File: config.mk
export PLATFORM = sky130hd
export DESIGN_NAME = lr_barrel_shifter
export DESIGN_NICKNAME = d
export VERILOG_FILES = /design/src/rtl/lr_barrel_shifter_pkg.sv /design/src/rtl/barrel_stage.sv /design/src/rtl/lr_barrel_shifter.sv
export SDC_FILE = /design/constraint.sdc
export NUM_CORES = 1
export LEC_CHECK = 0
export CAP_MARGIN = 20
export CORE_UTILIZATION = 46
export DETAILED_ROUTE_END_ITERATION = 10
export GPL_TIMING_DRIVEN = 0
export PLACE_DENSITY = 0.75
export SLEW_MARGIN = 20
export SYNTH_ARGS = -nofsm -noshare
export SYNTH_HDL_FRONTEND = slang
export SYNTH_HIERARCHICAL = 1
export SYNTH_SLANG_ARGS = --single-unit
File: constraint.sdc
create_clock -name clk -period 0.8 [get_ports clk]
set_input_delay 0.08 -clock clk [delete_from_list [all_inputs] [get_ports clk]]
set_output_delay 0.08 -clock clk [all_outputs]
set_load 0.005 [all_outputs]
File: src/rtl/lr_barrel_shifter_pkg.sv
// Shared defaults and direction encoding for the logical barrel shifter.
// The shift-amount width is always derived from the data width.
package lr_barrel_shifter_pkg;

    localparam int WIDTH_DEF = 16;
    localparam int SHW_DEF   = $clog2(WIDTH_DEF);

    localparam logic DIR_RIGHT = 1'b0;
    localparam logic DIR_LEFT  = 1'b1;

endpackage : lr_barrel_shifter_pkg

File: src/rtl/barrel_stage.sv
// One stage of the log2 shifter network.
// When en is high, the stage shifts by the fixed distance DIST in direction lr; otherwise it passes d through.
module barrel_stage
    import lr_barrel_shifter_pkg::*;
#(
    parameter int WIDTH = WIDTH_DEF,
    parameter int DIST  = 1
) (
    input  logic [WIDTH-1:0] d,
    input  logic             en,
    input  logic             lr,
    output logic [WIDTH-1:0] q
);

    always_comb begin
        q = d;
        if (en) begin
            if (lr == DIR_LEFT) begin
                q = d << DIST;
            end else begin
                q = d >> DIST;
            end
        end
    end

endmodule : barrel_stage

File: src/rtl/lr_barrel_shifter.sv
// Bidirectional logical barrel shifter: log2 stage network followed by a single output register.
// The output register only loads on in_valid, so x holds its value while the shifter is idle.
module lr_barrel_shifter
    import lr_barrel_shifter_pkg::*;
#(
    parameter int WIDTH = WIDTH_DEF,
    parameter int SHW   = $clog2(WIDTH)
) (
    input  logic             clk,
    input  logic             rst_n,
    input  logic [WIDTH-1:0] a,
    input  logic [SHW-1:0]   s,
    input  logic             lr,
    input  logic             in_valid,
    output logic [WIDTH-1:0] x,
    output logic             out_valid
);

    // stage_w[k] is the input to stage k; stage_w[SHW] is the fully shifted word.
    logic [WIDTH-1:0] stage_w [SHW+1];
    logic [WIDTH-1:0] y;

    logic [WIDTH-1:0] x_q, x_d;
    logic             out_valid_q, out_valid_d;

    assign stage_w[0] = a;

    for (genvar k = 0; k < SHW; k++) begin : g_stage
        barrel_stage #(
            .WIDTH (WIDTH),
            .DIST  (1 << k)
        ) u_stage (
            .d  (stage_w[k]),
            .en (s[k]),
            .lr (lr),
            .q  (stage_w[k+1])
        );
    end

    assign y = stage_w[SHW];

    // Gating on in_valid keeps unknown idle-cycle operands away from x.
    always_comb begin
        x_d         = x_q;
        out_valid_d = 1'b0;
        if (in_valid) begin
            x_d         = y;
            out_valid_d = 1'b1;
        end
    end

    always_ff @(posedge clk or negedge rst_n) begin
        if (!rst_n) begin
            x_q         <= '0;
            out_valid_q <= 1'b0;
        end else begin
            x_q         <= x_d;
            out_valid_q <= out_valid_d;
        end
    end

    assign x         = x_q;
    assign out_valid = out_valid_q;

endmodule : lr_barrel_shifter

# Word level (Yosys, flattened, before mapping)
# Index checks and enable logic that the tools add are counted.
# totals
ff_bits	17
# classes
n_mux	9
# op_table
operator	count
two-way mux 16 bit	8
two-way mux 1 bit	1

# Depth between registers and ports, before layout
# Gate-level depths: netlist of run 1.
# logic_depth
ltp_word	8
mapped_depth	11
depth_no_buf	9

# Modules after synthesis
# Netlist of run 1, hierarchy kept.
# modules_own_cells
module	instances	cells_per_inst	area_per_inst_um2
lr_barrel_shifter	1	35	674.4
barrel_stage at g_stage[0].u_stage	1	53	339.1
barrel_stage at g_stage[1].u_stage	1	51	337.8
barrel_stage at g_stage[2].u_stage	1	46	279.0
barrel_stage at g_stage[3].u_stage	1	26	202.7

# Least setup slack after synthesis of run 1
# OpenSTA, ideal clock, no wires.
# synth_path
kind	in2reg
from	input port lr
to	register x_q[7] (netlist: x[7])
setup_ns	0.125
t_arrival_ns	1.496
slack_ns	-0.821
stages	10
cell_sequence	buf_6 -> buf_12 -> mux2i_1 -> a21oi_1 -> mux2i_1 -> a21oi_1 -> mux2i_1 -> a21oi_1 -> a22o_1 -> mux2_4
# synth_lines
element	line	rtl
start: declaration	lr_barrel_shifter.sv:13	input logic lr,
end signal: assignment	lr_barrel_shifter.sv:54	x_q <= '0;
end signal: assignment	lr_barrel_shifter.sv:57	x_q <= x_d;
end: declaration	lr_barrel_shifter.sv:23	logic [WIDTH-1:0] x_q, x_d;

==> metrics.json, run 1 <==
{
  "status": {"value": "finished with violations"},
  "cts_buffer_depth": {"value": 2},
  "residual_drc_count": {"value": 0},
  "cts.clk_slew.worst_paths": {"value": 70, "unit": "ps"},
  "max_slew.worst_pin.slew": {"value": 763, "unit": "ps"},
  "routed-via-count": {"value": 1796},
  "clock_tree.htree_level_count": {"value": 1},
  "data_required_time_at_the_worst_endpoint": {"value": 940, "unit": "ps"},
  "switching_share": {"value": 33.6, "unit": "%"},
  "setup_viol": {"value": 32},
  "critical_path.max_fanout": {"value": 6},
  "die-height": {"value": 65.1, "unit": "um"},
  "net-switching-power": {"value": 1110, "unit": "uW"},
  "mostFrequentLayoutCell": {"value": "sky130_fd_sc_hd__nor2_1"},
  "fraction_of_layout_instances_using_a_drive_strength_above_1": {"value": 41.9, "unit": "%"},
  "maxCapViolCount": {"value": 0},
  "final.fill_count": {"value": 308},
  "cts-root-buf": {"value": "sky130_fd_sc_hd__clkbuf_8"},
  "grt.total_usage": {"value": 23.6, "unit": "%"},
  "seqPwrFrac": {"value": 31.8, "unit": "%"},
  "area_fraction_in_and_or_nand_and_nor_cells_after_synthesis": {"value": 12.0, "unit": "%"},
  "area_delta_synth_final": {"value": 39.8, "unit": "%"},
  "synthMuxAreaShare": {"value": 30.4, "unit": "%"},
  "drt-total-wl": {"value": 4730, "unit": "um"},
  "final_period_minus_worst_setup_slack": {"value": 1640, "unit": "ps"},
  "portion_of_the_clock_cycle_consumed_by_the_worst_path_in_the_final_layout": {"value": 204, "unit": "%"},
  "max_freq": {"value": 611, "unit": "MHz"},
  "max-vdd-ir-drop": {"value": 1.13, "unit": "mV"},
  "dp_slack": {"value": -1960, "unit": "ps"},
  "post-synth-top-area-fraction": {"value": 23.2, "unit": "%"},
  "fp.dieW": {"value": 65.1, "unit": "um"},
  "yosysSeqAreaShare": {"value": 23.2, "unit": "%"},
  "grt_antenna_before_repair": {"value": 0},
  "num-nets-final": {"value": 292},
  "crit_arrival": {"value": 1780, "unit": "ps"},
  "synthCells": {"value": 211},
  "synthXorXnorAreaFrac": {"value": 0, "unit": "%"},
  "share_clk_of_total_power": {"value": 19.3, "unit": "%"},
  "placement.io_buffers": {"value": 39},
  "dr.first_iter.drc_count": {"value": 89},
  "num_antenna_cells": {"value": 0},
  "coreArea": {"value": 3740, "unit": "um^2"},
  "maxSlewHeadroom": {"value": 49.1, "unit": "%"},
  "synth_seq_cells": {"value": 17},
  "synth.cell_area": {"value": 1830, "unit": "um^2"},
  "postRouteAntennaNets": {"value": 0},
  "floorplan.initialDensity": {"value": 49.0, "unit": "%"},
  "hpwlAfterDp": {"value": 3370, "unit": "um"},
  "clock-sinks": {"value": 17},
  "timing.hold.worst.class": {"value": "in2async"},
  "p_int": {"value": 2200, "unit": "uW"},
  "i_o_pin_cnt": {"value": 41},
  "final_max_slew_viol_count": {"value": 0},
  "tritoncts": {"value": "built"},
  "synth.top_cells.by_area": {"value": "sky130_fd_sc_hd__dfrtp_1, sky130_fd_sc_hd__mux2i_1, sky130_fd_sc_hd__a21oi_1, sky130_fd_sc_hd__mux2_4, sky130_fd_sc_hd__a22o_1"},
  "combinationalPowerShare": {"value": 48.9, "unit": "%"},
  "clock_insertion_delay_worst_skew": {"value": 250, "unit": "ps"},
  "avgRoutedWirePerCell": {"value": 15.0, "unit": "um"},
  "synth_top_cell_by_area": {"value": "sky130_fd_sc_hd__dfrtp_1"},
  "pin_count_of_the_biggest_net_entering_global_routing": {"value": 18},
  "routabilityCongestion": {"value": 0.846},
  "largest_family_of_logic_cells_by_synthesized_area": {"value": "multiplexers"},
  "first_pass_grt_wire_length": {"value": 7810, "unit": "um"},
  "first_pass_iters": {"value": 4},
  "fin_worst_skew": {"value": 0, "unit": "ps"},
  "first_global_vias": {"value": 1708},
  "setup_slack": {"value": -836, "unit": "ps"},
  "cts_buffers": {"value": 3},
  "num_rows": {"value": 22},
  "layout.cells.most_common_list": {"value": "sky130_fd_sc_hd__nor2_1, sky130_fd_sc_hd__mux2i_1, sky130_fd_sc_hd__a21oi_2"},
  "synth_fa_ha_area_share": {"value": 0, "unit": "%"},
  "finalHoldViolCount": {"value": 0},
  "unrepaired_setup_endpoints_after_global_routing": {"value": "true"},
  "yosys_warnings": {"value": 6},
  "post_syn_nets": {"value": 235},
  "syn_area_per_cell": {"value": 8.69, "unit": "um^2"},
  "cp-start-kind": {"value": "input pin"},
  "failed_checks": {"value": "negative setup slack"},
  "globalRoute.totalOverflow": {"value": 0},
  "synth_compound_area_share": {"value": 21.9, "unit": "%"},
  "element_type_at_the_critical_path_end": {"value": "register"},
  "power_per_cell_area": {"value": 1290, "unit": "nW/um^2"},
  "post-route-util": {"value": 68.4, "unit": "%"},
  "post_synth_num_cell_types": {"value": 21},
  "drt-vias-per-instance": {"value": 5.70},
  "die_area": {"value": 4240, "unit": "um^2"},
  "p_leak": {"value": 0.00124, "unit": "uW"},
  "worst-setup-path-type": {"value": "in2reg"},
  "cells_on_worst_reg2reg_path": {"value": 2}
}
worst max-delay path, cell delays in order:
cell,delay [ps]
sky130_fd_sc_hd__buf_12,100
sky130_fd_sc_hd__buf_12,130
sky130_fd_sc_hd__buf_12,130
sky130_fd_sc_hd__mux2i_1,190
sky130_fd_sc_hd__a21oi_2,110
sky130_fd_sc_hd__mux2i_1,180
sky130_fd_sc_hd__a21oi_2,100
sky130_fd_sc_hd__mux2i_1,170
sky130_fd_sc_hd__a21oi_2,100
sky130_fd_sc_hd__a22o_1,240
sky130_fd_sc_hd__mux2_4,250
registers in the layout, indices dropped and copies added, names as in the netlist:
name	flops
out_valid	1
x	16
synthesized netlist by cell type:
master and n:
sky130_fd_sc_hd__nand2b_1 1, sky130_fd_sc_hd__mux2_2 6, sky130_fd_sc_hd__nand3_1 9, sky130_fd_sc_hd__inv_1 12, sky130_fd_sc_hd__buf_12 3, sky130_fd_sc_hd__buf_2 8, sky130_fd_sc_hd__a22o_2 2, sky130_fd_sc_hd__inv_2 1
sky130_fd_sc_hd__a22o_1 17, sky130_fd_sc_hd__dfrtp_1 17, sky130_fd_sc_hd__nand3b_1 1, sky130_fd_sc_hd__mux2i_1 34, sky130_fd_sc_hd__and2b_4 1, sky130_fd_sc_hd__o31ai_2 1, sky130_fd_sc_hd__and2_1 1, sky130_fd_sc_hd__a21oi_1 34
sky130_fd_sc_hd__buf_6 7, sky130_fd_sc_hd__o21ai_0 10, sky130_fd_sc_hd__and2b_2 2, sky130_fd_sc_hd__mux2_4 10, sky130_fd_sc_hd__nor2_1 34
stage by stage:
step | cells | cell area (um^2) | total power, uW | setup TNS, ps | hold WS [ps]
after floorplan | 211 | 1840 | 1960 | -11900 | -216
after global placement | 298 | 2290 | 2520 | -34820 | 491
after detailed placement | 298 | 2290 | 2550 | -36530 | 494
after CTS | 315 | 2500 | 3260 | -12600 | 21.8
after global routing | 315 | 2560 | 3500 | -14930 | 76.9
final | 315 | 2560 | 3320 | -13090 | 2.68
what timing repair did:
| action | 4_1_cts | 5_1_grt |
|---|---|---|
| hold buffers | 0 | 0 |
| endpoints found under the setup margin | 40 | 33 |
| gates resized for setup | 136 | 13 |
| pin swaps | 26 | 10 |
| gates cloned | 1 | 0 |
| buffers inserted | 12 | 0 |
power groups by stage:
stage	logic, uW	clock network, uW	registers (uW)
5_1_grt	1750	684	1070
6_report	1620	639	1060
3_3_place_gp	1440	0	1070
4_1_cts	1550	664	1050
2_1_floorplan	877	0	1080
3_5_place_dp	1470	0	1080
routing by layer:
layer | vias up | share of wire [%] | global-route usage, %
li1 | 871 | - | -
met1 | 866 | 47 | 33.3
met2 | 53 | 47 | 37.9
met3 | 6 | 4.8 | 3.99
met4 | 0 | 1.1 | 4.62
met5 | - | 0 | 0
area by class of cell:
class	count	area, um^2	share of cell area [%]
Multi-Input combinational cell	163	1340	52.4
Sequential cell	17	425	16.6
Timing Repair Buffer	52	425	16.6
Buffer	18	213	8.30
Tap cell	48	60.1	2.34
Inverter	13	48.8	1.90
Clock buffer	3	41.3	1.61
Clock inverter	1	5.00	0.195
path summary, 6_finish.rpt:
check                          from  slack [ps]        end
min                           rst_n           3       x[4]
max in group asynchronous     rst_n         310      x[11]
min reg2reg                    x[0]         500       x[0]
max reg2reg                    x[9]        -110       x[9]
min in group clk           in_valid         320  out_valid
max                              lr        -840       x[4]
cell families after synthesis:
kind of cell | Yosys count
multiplexers | 50
flip-flops | 17
AO/OA/AOI/OAI | 64
buffers and inverters | 31
AND/OR/NAND/NOR | 49
Power figures use the tool's default switching activity.
==> run 2: changes to the inputs <==
==> constraint.sdc (replaced) <==
create_clock -name clk -period 0.8 [get_ports clk]
set_input_delay 0.16 -clock clk [delete_from_list [all_inputs] [get_ports clk]]
set_output_delay 0.16 -clock clk [all_outputs]
set_load 0.005 [all_outputs]
==> metrics.json, run 2 (synthesis gave the netlist of run 1 again) <==
{
  "placedInstanceArea": {"value": 2290, "unit": "um^2", "change": "unchanged"},
  "dp_slack": {"value": -2030, "unit": "ps", "change": "-66.5 ps"},
  "fraction_of_layout_instances_using_a_drive_strength_above_1": {"value": 41.3, "unit": "%", "change": "-0.62 points"},
  "holdBufCountCts": {"value": 0, "change": "unchanged"},
  "grt.total_usage": {"value": 24.5, "unit": "%", "change": "+0.92 points"},
  "post-route-util": {"value": 68.1, "unit": "%", "change": "-0.30 points"},
  "routed-via-count": {"value": 1800, "change": "+0.22%"},
  "r2r_start": {"value": "x[14]"},
  "ff2ff_setup_slack": {"value": -90, "unit": "ps", "change": "+20 ps"},
  "maxSlewHeadroom": {"value": 48.8, "unit": "%", "change": "-0.37 points"},
  "num-nets-final": {"value": 296, "change": "+1.4%"},
  "routabilityCongestion": {"value": 0.860, "change": "+1.7%"},
  "drt-total-wl": {"value": 5000, "unit": "um", "change": "+5.6%"},
  "cells_on_worst_reg2reg_path": {"value": 2, "change": "unchanged"},
  "dr.first_iter.drc_count": {"value": 72, "change": "-19%"},
  "floorplan.initialDensity": {"value": 49.0, "unit": "%", "change": "unchanged"},
  "pin_count_of_the_biggest_net_entering_global_routing": {"value": 18, "change": "unchanged"},
  "fin_cells": {"value": 319, "change": "+1.3%"},
  "fp.dieW": {"value": 65.1, "unit": "um", "change": "unchanged"},
  "fin_worst_skew": {"value": 0, "unit": "ps", "change": "unchanged"},
  "critical_path.max_fanout": {"value": 6, "change": "unchanged"},
  "first_pass_iters": {"value": 4, "change": "unchanged"},
  "totalPowerFinal": {"value": 3320, "unit": "uW", "change": "+0.16%"},
  "max-vdd-ir-drop": {"value": 0.976, "unit": "mV", "change": "-14%"},
  "cts.clk_slew.worst_paths": {"value": 60, "unit": "ps", "change": "about the same"},
  "power_per_cell_area": {"value": 1300, "unit": "nW/um^2", "change": "+0.60%"},
  "maxCapViolCount": {"value": 0, "change": "unchanged"},
  "placement.io_buffers": {"value": 39, "change": "unchanged"},
  "clock-sinks": {"value": 17, "change": "unchanged"},
  "tritoncts": {"value": "built"},
  "setup_viol": {"value": 33, "change": "+3.1%"},
  "final_cell_area": {"value": 2550, "unit": "um^2", "change": "-0.44%"},
  "clock_tree.htree_level_count": {"value": 1, "change": "unchanged"},
  "p_leak": {"value": 0.00125, "unit": "uW", "change": "+0.54%"},
  "postRouteAntennaNets": {"value": 0, "change": "unchanged"},
  "failed_checks": {"value": "negative setup slack"},
  "mostFrequentLayoutCell": {"value": "sky130_fd_sc_hd__nor2_1"},
  "drt-vias-per-instance": {"value": 5.64, "change": "-1.0%"},
  "i_o_pin_cnt": {"value": 41, "change": "unchanged"},
  "grt_antenna_before_repair": {"value": 0, "change": "unchanged"},
  "clock_insertion_delay_worst_skew": {"value": 240, "unit": "ps", "change": "about the same"},
  "element_type_at_the_critical_path_end": {"value": "register"},
  "regToRegEndpoint": {"value": "x[14]"},
  "num_antenna_cells": {"value": 0, "change": "unchanged"},
  "die-height": {"value": 65.1, "unit": "um", "change": "unchanged"},
  "portion_of_the_clock_cycle_consumed_by_the_worst_path_in_the_final_layout": {"value": 228, "unit": "%", "change": "+23 points"},
  "timing.hold.worst.class": {"value": "in2async"},
  "residual_drc_count": {"value": 0, "change": "unchanged"},
  "max_slew.worst_pin.slew": {"value": 769, "unit": "ps", "change": "+5.58 ps"},
  "first_global_vias": {"value": 1696, "change": "-0.70%"},
  "number_of_flip_flops_under_the_largest_register_name": {"value": 16, "change": "unchanged"},
  "final_period_minus_worst_setup_slack": {"value": 1820, "unit": "ps", "change": "+185 ps"},
  "data_required_time_at_the_worst_endpoint": {"value": 940, "unit": "ps", "change": "about the same"},
  "layout.cells.most_common_list": {"value": "sky130_fd_sc_hd__nor2_1, sky130_fd_sc_hd__mux2i_1, sky130_fd_sc_hd__a21oi_2"},
  "worst-setup-path-type": {"value": "in2reg"},
  "finalHoldViolCount": {"value": 0, "change": "unchanged"},
  "cts-root-buf": {"value": "sky130_fd_sc_hd__clkbuf_8"},
  "max_freq": {"value": 549, "unit": "MHz", "change": "-10%"},
  "final_max_slew_viol_count": {"value": 0, "change": "unchanged"},
  "area_delta_synth_final": {"value": 39.2, "unit": "%"},
  "first_pass_grt_wire_length": {"value": 8050, "unit": "um", "change": "+3.0%"},
  "status": {"value": "finished with violations"},
  "final-seq-area": {"value": 425, "unit": "um^2", "change": "unchanged"},
  "coreArea": {"value": 3740, "unit": "um^2", "change": "unchanged"},
  "crit_arrival": {"value": 1960, "unit": "ps", "change": "+180 ps"},
  "unrepaired_setup_endpoints_after_global_routing": {"value": "true"},
  "hpwlAfterDp": {"value": 3450, "unit": "um", "change": "+2.4%"},
  "cp-start-kind": {"value": "input pin"},
  "dpl.cell_count": {"value": 298, "change": "unchanged"},
  "setup_slack": {"value": -1020, "unit": "ps", "change": "-185 ps"},
  "die_area": {"value": 4240, "unit": "um^2", "change": "unchanged"},
  "multi_input_gate_area_in_the_final_layout": {"value": 1310, "unit": "um^2", "change": "-2.3%"},
  "cts_buffers": {"value": 3, "change": "unchanged"},
  "cts_buffer_depth": {"value": 2, "change": "unchanged"},
  "avgRoutedWirePerCell": {"value": 15.7, "unit": "um", "change": "+4.3%"},
  "num_rows": {"value": 22, "change": "unchanged"},
  "final.fill_count": {"value": 330, "change": "+7.1%"},
  "globalRoute.totalOverflow": {"value": 0, "change": "unchanged"}
}
[run 2: layer usage]
metal | wire length [um] | GRT usage, %
met1 | 2340 | 34.2
met2 | 2370 | 39.8
met3 | 222 | 3.99
met4 | 70 | 4.89
met5 | 0 | 0
[run 2: final cells by class]
cell class	count	area share (%)
Clock buffer	4	1.77
Buffer	18	8.19
Inverter	13	1.91
Multi-Input combinational cell	163	51.4
Tap cell	48	2.35
Timing Repair Buffer	56	17.7
Sequential cell	17	16.7
[run 2: repair_timing]
item	in CTS	in global routing
pin swaps	25	7
buffers inserted	14	2
gates resized for setup	134	8
setup endpoints to repair	50	33
cloned	1	0
[run 2: where the power goes]
part / switching (uW) / leakage (uW) / total [uW] / internal, uW
registers: 63.0 / 0.000212 / 1060 / 992
logic: 772 / 0.00102 / 1640 / 871
clock network: 271 / 0.0000228 / 624 / 353
[run 2: how the worst max path moves through the flow]
stage / from / endpoint / slack [ps]
2_1_floorplan: lr / x[6] / -840
3_3_place_gp: lr / x[13] / -1920
3_5_place_dp: lr / x[13] / -2030
4_1_cts: lr / x[6] / -940
5_1_grt: lr / x[10] / -1110
6_report: lr / x[6] / -1020
[run 2: metrics by stage]
| stage | TNS [ps] | hold WS, ps |
|---|---|---|
| 6_report | -16740 | 90.7 |
| 5_1_grt | -18530 | 143 |
| 4_1_cts | -15620 | 113 |
| 3_5_place_dp | -40350 | 495 |
| 3_3_place_gp | -38920 | 491 |
| 2_1_floorplan | -13180 | -136 |
[run 2: worst max-delay path: stages]
cell,delay [ps]
sky130_fd_sc_hd__buf_12,100
sky130_fd_sc_hd__buf_12,130
sky130_fd_sc_hd__buf_6,120
sky130_fd_sc_hd__buf_6,110
sky130_fd_sc_hd__mux2i_2,180
sky130_fd_sc_hd__a21oi_2,100
sky130_fd_sc_hd__mux2i_1,190
sky130_fd_sc_hd__a21oi_2,120
sky130_fd_sc_hd__mux2i_1,190
sky130_fd_sc_hd__a21oi_2,100
sky130_fd_sc_hd__a22o_1,210
sky130_fd_sc_hd__mux2_4,250
